## config.mk

```make
export PLATFORM = sky130hd
export DESIGN_NAME = muldiv_unit
export DESIGN_NICKNAME = d
export VERILOG_FILES = /design/src/rtl/muldiv_unit.sv
export SDC_FILE = /design/constraint.sdc
export NUM_CORES = 1
export LEC_CHECK = 0
export CORE_ASPECT_RATIO = 0.75
export CORE_UTILIZATION = 60
export CTS_CLUSTER_DIAMETER = 150
export DETAILED_ROUTE_END_ITERATION = 8
export PLACE_DENSITY = 0.94
export SYNTH_ARGS = -nofsm -noshare
export SYNTH_HDL_FRONTEND = slang
export SYNTH_SLANG_ARGS = --single-unit
```

## constraint.sdc

```tcl
create_clock -name clk -period 5.2 [get_ports clk]
set_input_delay 1.04 -clock clk [delete_from_list [all_inputs] [get_ports clk]]
set_output_delay 1.04 -clock clk [all_outputs]
set_load 0.01 [all_outputs]
```

## src/rtl/muldiv_unit.sv

```systemverilog
// Iterative HI/LO multiply/divide unit: shift-add multiply and restoring divide, one bit per clock.
// MTHI/MTLO write HI/LO directly; divide by zero bypasses the iteration.
module muldiv_unit #(
   parameter int WIDTH = 32
) (
   input  logic             clk,
   input  logic             rst_n,
   input  logic             start,
   input  logic [5:0]       fncode,
   input  logic [WIDTH-1:0] op_a,
   input  logic [WIDTH-1:0] op_b,
   output logic             busy,
   output logic             done,
   output logic [WIDTH-1:0] hi,
   output logic [WIDTH-1:0] lo
);
   localparam int CW = $clog2(WIDTH) + 1;

   localparam logic [5:0] F_MULT  = 6'h18;
   localparam logic [5:0] F_MULTU = 6'h19;
   localparam logic [5:0] F_DIV   = 6'h1A;
   localparam logic [5:0] F_DIVU  = 6'h1B;
   localparam logic [5:0] F_MTHI  = 6'h11;
   localparam logic [5:0] F_MTLO  = 6'h13;

   typedef enum logic [1:0] {IDLE, CALC, FIN} state_t;

   state_t            state;
   logic [CW-1:0]     cnt;
   logic              op_div, neg_res, neg_rem;
   logic [WIDTH-1:0]  acc_hi, acc_lo, opnd;

   logic              valid_fn, accept, sgn_op, a_neg, b_neg, is_div;
   logic [WIDTH-1:0]  mag_a, mag_b;

   assign valid_fn = (fncode == F_MULT) || (fncode == F_MULTU) || (fncode == F_DIV) ||
                     (fncode == F_DIVU) || (fncode == F_MTHI) || (fncode == F_MTLO);
   assign accept   = (state == IDLE) && start && valid_fn;
   assign is_div   = (fncode == F_DIV) || (fncode == F_DIVU);
   assign sgn_op   = (fncode == F_MULT) || (fncode == F_DIV);
   assign a_neg    = sgn_op & op_a[WIDTH-1];
   assign b_neg    = sgn_op & op_b[WIDTH-1];
   assign mag_a    = a_neg ? -op_a : op_a;
   assign mag_b    = b_neg ? -op_b : op_b;

   // One iteration step; acc_hi is partial product / partial remainder, acc_lo multiplier / quotient.
   logic [WIDTH:0]     mul_sum, div_shift, div_diff;
   logic               div_ge;
   logic [WIDTH-1:0]   step_hi, step_lo;
   logic [2*WIDTH-1:0] prod, prod_s;
   logic [WIDTH-1:0]   quo_s, rem_s, res_hi, res_lo;

   always_comb begin
      mul_sum   = {1'b0, acc_hi} + (acc_lo[0] ? {1'b0, opnd} : {(WIDTH+1){1'b0}});
      div_shift = {acc_hi, acc_lo[WIDTH-1]};
      div_diff  = div_shift - {1'b0, opnd};
      div_ge    = div_shift >= {1'b0, opnd};
      if (op_div) begin
         step_hi = div_ge ? div_diff[WIDTH-1:0] : div_shift[WIDTH-1:0];
         step_lo = {acc_lo[WIDTH-2:0], div_ge};
      end else begin
         step_hi = mul_sum[WIDTH:1];
         step_lo = {mul_sum[0], acc_lo[WIDTH-1:1]};
      end
      prod   = {step_hi, step_lo};
      prod_s = neg_res ? -prod : prod;
      quo_s  = neg_res ? -step_lo : step_lo;
      rem_s  = neg_rem ? -step_hi : step_hi;
      res_hi = op_div ? rem_s : prod_s[2*WIDTH-1:WIDTH];
      res_lo = op_div ? quo_s : prod_s[WIDTH-1:0];
   end

   always_ff @(posedge clk or negedge rst_n) begin
      if (!rst_n) begin
         state   <= IDLE;
         busy    <= 1'b0;
         done    <= 1'b0;
         hi      <= '0;
         lo      <= '0;
         cnt     <= '0;
         op_div  <= 1'b0;
         neg_res <= 1'b0;
         neg_rem <= 1'b0;
         acc_hi  <= '0;
         acc_lo  <= '0;
         opnd    <= '0;
      end else begin
         case (state)
            IDLE: if (accept) begin
               if (fncode == F_MTHI) hi <= op_a;
               else if (fncode == F_MTLO) lo <= op_a;
               else if (is_div && op_b == '0) begin
                  hi    <= op_a;
                  lo    <= '1;
                  state <= FIN;
                  busy  <= 1'b1;
                  done  <= 1'b1;
               end else begin
                  state   <= CALC;
                  busy    <= 1'b1;
                  cnt     <= CW'(WIDTH);
                  op_div  <= is_div;
                  neg_res <= a_neg ^ b_neg;
                  neg_rem <= a_neg;
                  acc_hi  <= '0;
                  acc_lo  <= is_div ? mag_a : mag_b;
                  opnd    <= is_div ? mag_b : mag_a;
               end
            end
            CALC: begin
               acc_hi <= step_hi;
               acc_lo <= step_lo;
               cnt    <= cnt - 1'b1;
               if (cnt == CW'(1)) begin
                  hi    <= res_hi;
                  lo    <= res_lo;
                  state <= FIN;
                  done  <= 1'b1;
               end
            end
            FIN: begin
               state <= IDLE;
               busy  <= 1'b0;
               done  <= 1'b0;
            end
            default: begin
               state <= IDLE;
               busy  <= 1'b0;
               done  <= 1'b0;
            end
         endcase
      end
   end
endmodule

```

==> flow_summary.json, run 1 <==
{
  "post_synth_most_frequent_cells": "nand2_1 (313), o21ai_0 (193), nor2_1 (188)",
  "die_area_sq_um": 27400,
  "grt_setup_unrepaired": "false",
  "synthArstFlopShare_pct": 100,
  "ir_worst_vdd_uv": 444,
  "max_freq_ghz": 0.198,
  "finalHoldViolations": 0,
  "critPathMaxFanout": 32,
  "post_synth_inst_count": 2128,
  "finish.instance_area_sq_um": 18900,
  "finalSetupTns_ps": 0,
  "layout.nets": 2420,
  "timing.final.max_slew_violations": 0,
  "cp_common_cell": "nand4_1",
  "start_kind": "register",
  "port_buffers": 138,
  "setup_violations": 0,
  "post_cts.repair.setup_buffers": 0,
  "postSynthAreaPerCell_sq_um": 7.54,
  "crit_path_max_incr_delay_ps": 800,
  "buffer_levels_on_the_longest_clock_path": 2,
  "start_util_pct": 61.5,
  "drt_wl_total_mm": 63.2,
  "netSwitchingFraction_pct": 53.2,
  "diodes": 0,
  "drtAntennaViolNets": 0,
  "timing.hold.worst.class": "reg -> reg",
  "min_period_ps": 5050,
  "core-area_sq_um": 26100,
  "drt-pass1-iter-count": 7,
  "p_comb_share_pct": 71.6,
  "ys_dominant_reg_cell": "dfrtp_1",
  "fin_skew_ps": 11.6,
  "cp-end-kind": "register",
  "yosysWarningCount": 0,
  "p_int_mw": 6.88,
  "cts.sinks": 173,
  "netlist.area_leader.share_pct": 27.0,
  "portion_of_the_post_synthesis_area_used_by_sequential_elements_pct": 27.0,
  "worst_slew_pin_slew_ps": 1210,
  "routabilityCongestion": 1.05,
  "fp.dieH_um": 144,
  "ctsRootBufferMaster": "clkbuf_16",
  "cts_tree": "built",
  "number_of_global_route_vias_before_repair": 16623,
  "floorplan.io_pins": 139,
  "status": "completed",
  "path_clk_slew_ps": 70,
  "count_leader_synth": "nand2_1",
  "drv_cap": 0,
  "yosys-top-cells-area": "dfrtp_1 (27%), nand2_1 (7.3%), o21ai_0 (6.0%)",
  "clockPowerShare_pct": 9.6,
  "globalRouteOverflowTotal": 0,
  "worst_skew_pair_latency_ps": 460,
  "p_per_cell_area_nw_per_um2": 777,
  "timing.final.crit_share_pct": 97.1,
  "die_width_um": 191,
  "pwr-share-seq_pct": 18.7,
  "cpMaxStageDelayCell": "dfrtp_4",
  "dp_hpwl_mm": 47.6,
  "final_layout_size_suffix_gt1_share_pct": 9.01,
  "grt_first_pass_wirelength_mm": 95.6,
  "wl_per_cell_um": 24.0,
  "multi_input_comb_area_sq_um": 11000,
  "grt_start_max_net_pins": 91,
  "synth_edf_count": 0,
  "avgViaCountPerCell": 6.97,
  "num_vias": 18331,
  "placement.cell_area_sq_um": 18300,
  "route.detailed.drc": 0,
  "area_of_the_mapped_netlist_sq_um": 16000,
  "switching_power_mw": 7.82,
  "track_usage_pct": 45.8,
  "netlist-cell-type-count": 96,
  "worst-setup-path-type": "reg -> reg",
  "worstPathArrival_ps": 5360,
  "cts_max_level": 4,
  "drtIter0Drc": 2896,
  "cts_made_buffers": 17,
  "register_area_sq_um": 4330,
  "post-synth-top-area-cell": "dfrtp_1",
  "p_leak_nw": 7.91,
  "antenna_violations_before_repair": 1,
  "area_growth_pct": 17.9,
  "n_fill_cell": 2045,
  "critPathRequiredTime_ps": 5510,
  "yosys_register_bits": 173,
  "syn_nets": 2273,
  "timing.critical_path.cells": "nor3b_1, o211ai_1, nor4b_1, nand4_1, nor3_1, nand4_1, nand2_1, a31oi_1, xnor2_1, nor2_1, a21oi_1, o21ai_0",
  "slew_headroom_pct": 18.8,
  "row_count": 51
}
-- layer usage --
metal	vias to the layer above	global-route usage, %	share of wire, %
met5	-	0	0.016
met4	2	16.8	4.3
met3	234	13.6	15
met2	1476	63.7	40
met1	8614	66.1	41
li1	8005	-	-
-- flip-flops by register name (all words and copies together) (netlist names) --
name	cells
cnt	6
op_div	1
neg_rem	1
busy	1
opnd	32
hi	32
state	2
acc_lo	32
lo	32
done	1
neg_res	1
acc_hi	32
-- power groups by stage --
stage                     registers [mW]  clock network, mW  logic (mW)
after floorplan                     2.55                  0        6.54
after global placement              2.69                  0        9.77
after detailed placement            2.72                  0        10.0
after CTS                           2.70               1.40        10.1
after global routing                2.80               1.46        11.3
final                               2.76               1.41        10.5
-- final cells by class --
type / count / share of cell area (%)
Clock buffer: 19 / 2.39
Clock inverter: 11 / 0.879
Inverter: 74 / 1.47
Multi-Input combinational cell: 1758 / 58.0
Sequential cell: 173 / 22.9
Tap cell: 344 / 2.27
Timing Repair Buffer: 251 / 12.1
-- cell families (layout without fill, tap and decap cells) --
| group | Yosys count | count (layout) | synth area share [%] |
|---|---|---|---|
| flops | 173 | 173 | 27.0 |
| simple gates | 806 | 806 | 23.6 |
| compound gates | 668 | 668 | 26.6 |
| buf+inv | 197 | 355 | 4.95 |
| xor+xnor | 145 | 145 | 7.91 |
| mux | 67 | 67 | 4.27 |
| fa+ha+maj | 72 | 72 | 5.71 |
-- stage by stage --
| stage | setup WS (ps) | hold WS [ps] | utilization, % | total power [mW] | cells |
|---|---|---|---|---|---|
| 3_5_place_dp | 106 | 471 | 70.1 | 12.7 | 2600 |
| 3_3_place_gp | 208 | 460 | 70.1 | 12.5 | 2600 |
| 5_1_grt | 12.5 | 511 | 72.5 | 15.5 | 2630 |
| 4_1_cts | 349 | 485 | 72.5 | 14.2 | 2630 |
| 2_1_floorplan | 792 | 464 | - | 9.09 | 2128 |
| 6_report | 151 | 485 | 72.5 | 14.7 | 2630 |
-- placed cells by master (no fill, tap or decap), types with 45 or more instances in the layout --
cell / n
o21ai_0: 193
xnor2_1: 54
clkdlybuf4s50_1: 137
o22ai_1: 45
inv_1: 73
ha_1: 70
dfrtp_1: 172
nor3_1: 53
nand2_1: 312
a21oi_1: 150
xor2_1: 91
nor2_1: 188
buf_4: 108
mux2i_1: 55
-- critical path: cells and delay by family (launching register included) --
kind            cells  cell delay [ps]
compound gates      4              750
xor+xnor            1              250
flops               1              800
simple gates        7             3080
-- what timing repair did --
item / in CTS / in global routing
setup endpoints to repair: 0 / 1
hold buffers: 0 / 0
resized for setup: 0 / 2
-- final timing paths --
check	from	end	slack (ps)	cells past startpoint
max	op_div$_DFFE_PN0P_	hi[3]$_DFFE_PN0P_	150	12
min	lo[13]$_DFFE_PN0P_	lo[13]$_DFFE_PN0P_	490	2
max reg2reg	op_div$_DFFE_PN0P_	hi[3]$_DFFE_PN0P_	150	12
min reg2reg	lo[13]$_DFFE_PN0P_	lo[13]$_DFFE_PN0P_	490	2
max in group asynchronous	rst_n	op_div$_DFFE_PN0P_	3500	2
min in group asynchronous	rst_n	acc_hi[25]$_DFFE_PN0P_	610	1
Power figures use the tool's default switching activity.
==> run 2, diff against run 1 <==
CORE_UTILIZATION = 61   (was 60)
CTS_BUF_LIST = sky130_fd_sc_hd__clkbuf_8   (was unset)
PLACE_DENSITY = 0.95   (was 0.94)
==> flow_summary.json, run 2 (synthesized netlist as in run 1, its figures left out) <==
{
  "worst_skew_pair_latency_ps": 510,
  "worst-setup-path-type": "reg -> reg",
  "avgViaCountPerCell": 6.96,
  "worstSetupEndpoint": "hi[20]$_DFFE_PN0P_",
  "cts_max_level": 4,
  "overall_power_mw": 14.8,
  "floorplan.io_pins": 139,
  "layout.nets": 2444,
  "ir_worst_vdd_uv": 550,
  "grt_first_pass_wirelength_mm": 98.0,
  "finalCoreUtilization_pct": 73.1,
  "p_comb_share_pct": 73.6,
  "die_area_sq_um": 27000,
  "finalSetupTns_ps": 0,
  "critical_path.startpoint": "acc_hi[11]$_DFFE_PN0P_",
  "routabilityCongestion": 1.04,
  "finish.instance_area_sq_um": 18900,
  "cts.sinks": 173,
  "buffer_levels_on_the_longest_clock_path": 2,
  "timing.final.max_slew_violations": 0,
  "number_of_global_route_vias_before_repair": 17086,
  "p_leak_nw": 7.96,
  "diodes": 0,
  "ctsRootBufferMaster": "clkbuf_8",
  "cts_tree": "built",
  "netSwitchingFraction_pct": 53.6,
  "drtIter0Drc": 2766,
  "fin_ws_ps": 112,
  "regToRegStartpoint": "acc_hi[11]$_DFFE_PN0P_",
  "area_growth_pct": 18.0,
  "grt_setup_unrepaired": "false",
  "path_clk_slew_ps": 110,
  "timing.critical_path.buf_inv": 0,
  "rr_endpoint": "hi[20]$_DFFE_PN0P_",
  "globalRouteOverflowTotal": 0,
  "place_inst": 2624,
  "antenna_violations_before_repair": 1,
  "timing.critical_path.cells": "ha_1, a21oi_1, o21ai_1, a22oi_2, a31o_1, a31o_2, ha_1, o211ai_1, or3_1, nor2_1, nor2_1, o41ai_1, xnor2_1, mux2i_1, o21ai_0",
  "failed_checks": "DRC",
  "n_fill_cell": 2004,
  "cp-end-kind": "register",
  "critPathRequiredTime_ps": 5580,
  "critical_path_cell_count": 15,
  "start_kind": "register",
  "drtAntennaViolNets": 0,
  "number_of_hold_buffers_added_after_cts": 0,
  "min_period_ps": 5090,
  "register_area_sq_um": 4330,
  "clockPowerShare_pct": 7.7,
  "critPathMaxFanout": 8,
  "row_count": 51,
  "setup_violations": 0,
  "track_usage_pct": 47.6,
  "p_int_mw": 6.86,
  "finalHoldWorstSlack_ps": 480,
  "fin_skew_ps": 18.9,
  "final_layout_size_suffix_gt1_share_pct": 9.91,
  "leading_cell_type_in_the_layout_fill_and_taps_excluded": "nand2_1",
  "timing.hold.worst.class": "in -> async",
  "grt_start_max_net_pins": 117,
  "dp_hpwl_mm": 49.2,
  "fp.dieH_um": 142,
  "port_buffers": 138,
  "num_vias": 18489,
  "critPathTopFamily": "compound AO/OA/AOI/OAI gates",
  "worstPathArrival_ps": 5470,
  "switching_power_mw": 7.93,
  "cts_made_buffers": 17,
  "timing.final.crit_share_pct": 97.8,
  "start_util_pct": 61.9,
  "drv_cap": 0,
  "drt-pass1-iter-count": 9,
  "crit_path_max_incr_delay_ps": 530,
  "slew_headroom_pct": 11.1,
  "worst_slew_pin_slew_ps": 1330,
  "core-area_sq_um": 25900,
  "finish.cell_count_without_fillers": 2655,
  "route.detailed.drc": 1,
  "cpMaxStageDelayCell": "or3_1",
  "reg2reg_depth": 15,
  "die_width_um": 189,
  "multi_input_comb_area_sq_um": 11000,
  "p_per_cell_area_nw_per_um2": 781,
  "pwr-share-seq_pct": 18.6,
  "status": "complete, but fails checks",
  "wl_per_cell_um": 24.2,
  "mostFrequentLayoutCells": "nand2_1 (312), o21ai_0 (193), nor2_1 (188)",
  "finalHoldViolations": 0,
  "placement.cell_area_sq_um": 18500,
  "place_ws_ps": 33.1,
  "regToRegSetupSlack_ps": 110,
  "max_freq_ghz": 0.197,
  "drt_wl_total_mm": 64.4
}
[run 2: area by class of cell]
type	count	share of cell area, %
clock buffer	19	1.38
clock inverter	12	1.02
inverter	74	1.47
multi-input combinational	1758	57.9
sequential	173	22.9
tap	344	2.27
timing repair buffer	275	13.1
[run 2: what timing repair did]
action | CTS | global route
setup buffers | 0 | 0
resized for setup | 0 | 2
setup endpoints to repair | 0 | 3
[run 2: worst min path at each step]
| stage | startpoint | to | slack (ps) | depth (start not counted) |
|---|---|---|---|---|
| 2_1_floorplan | opnd[11]$_DFFE_PN0P_ | opnd[11]$_DFFE_PN0P_ | 460 | 2 |
| 3_3_place_gp | lo[27]$_DFFE_PN0P_ | lo[27]$_DFFE_PN0P_ | 460 | 2 |
| 3_5_place_dp | lo[3]$_DFFE_PN0P_ | lo[3]$_DFFE_PN0P_ | 470 | 2 |
| 4_1_cts | lo[3]$_DFFE_PN0P_ | lo[3]$_DFFE_PN0P_ | 490 | 2 |
| 5_1_grt | lo[27]$_DFFE_PN0P_ | lo[27]$_DFFE_PN0P_ | 520 | 2 |
| 6_report | rst_n | acc_hi[28]$_DFFE_PN0P_ | 480 | 1 |
[run 2: power by group through the flow]
stage / combinational [mW] / clock (mW) / sequential (mW)
floorplan: 6.54 / 0 / 2.55
global placement: 10.2 / 0 / 2.70
detailed placement: 10.4 / 0 / 2.73
CTS: 10.5 / 1.13 / 2.71
global route: 11.7 / 1.18 / 2.79
finish: 10.9 / 1.14 / 2.76
[run 2: routing by layer]
| layer | share of wire (%) | track usage [%] |
|---|---|---|
| met2 | 40 | 66.8 |
| met3 | 15 | 16.2 |
| met5 | 0.020 | 0 |
| met1 | 40 | 66.3 |
| met4 | 4.8 | 19.7 |
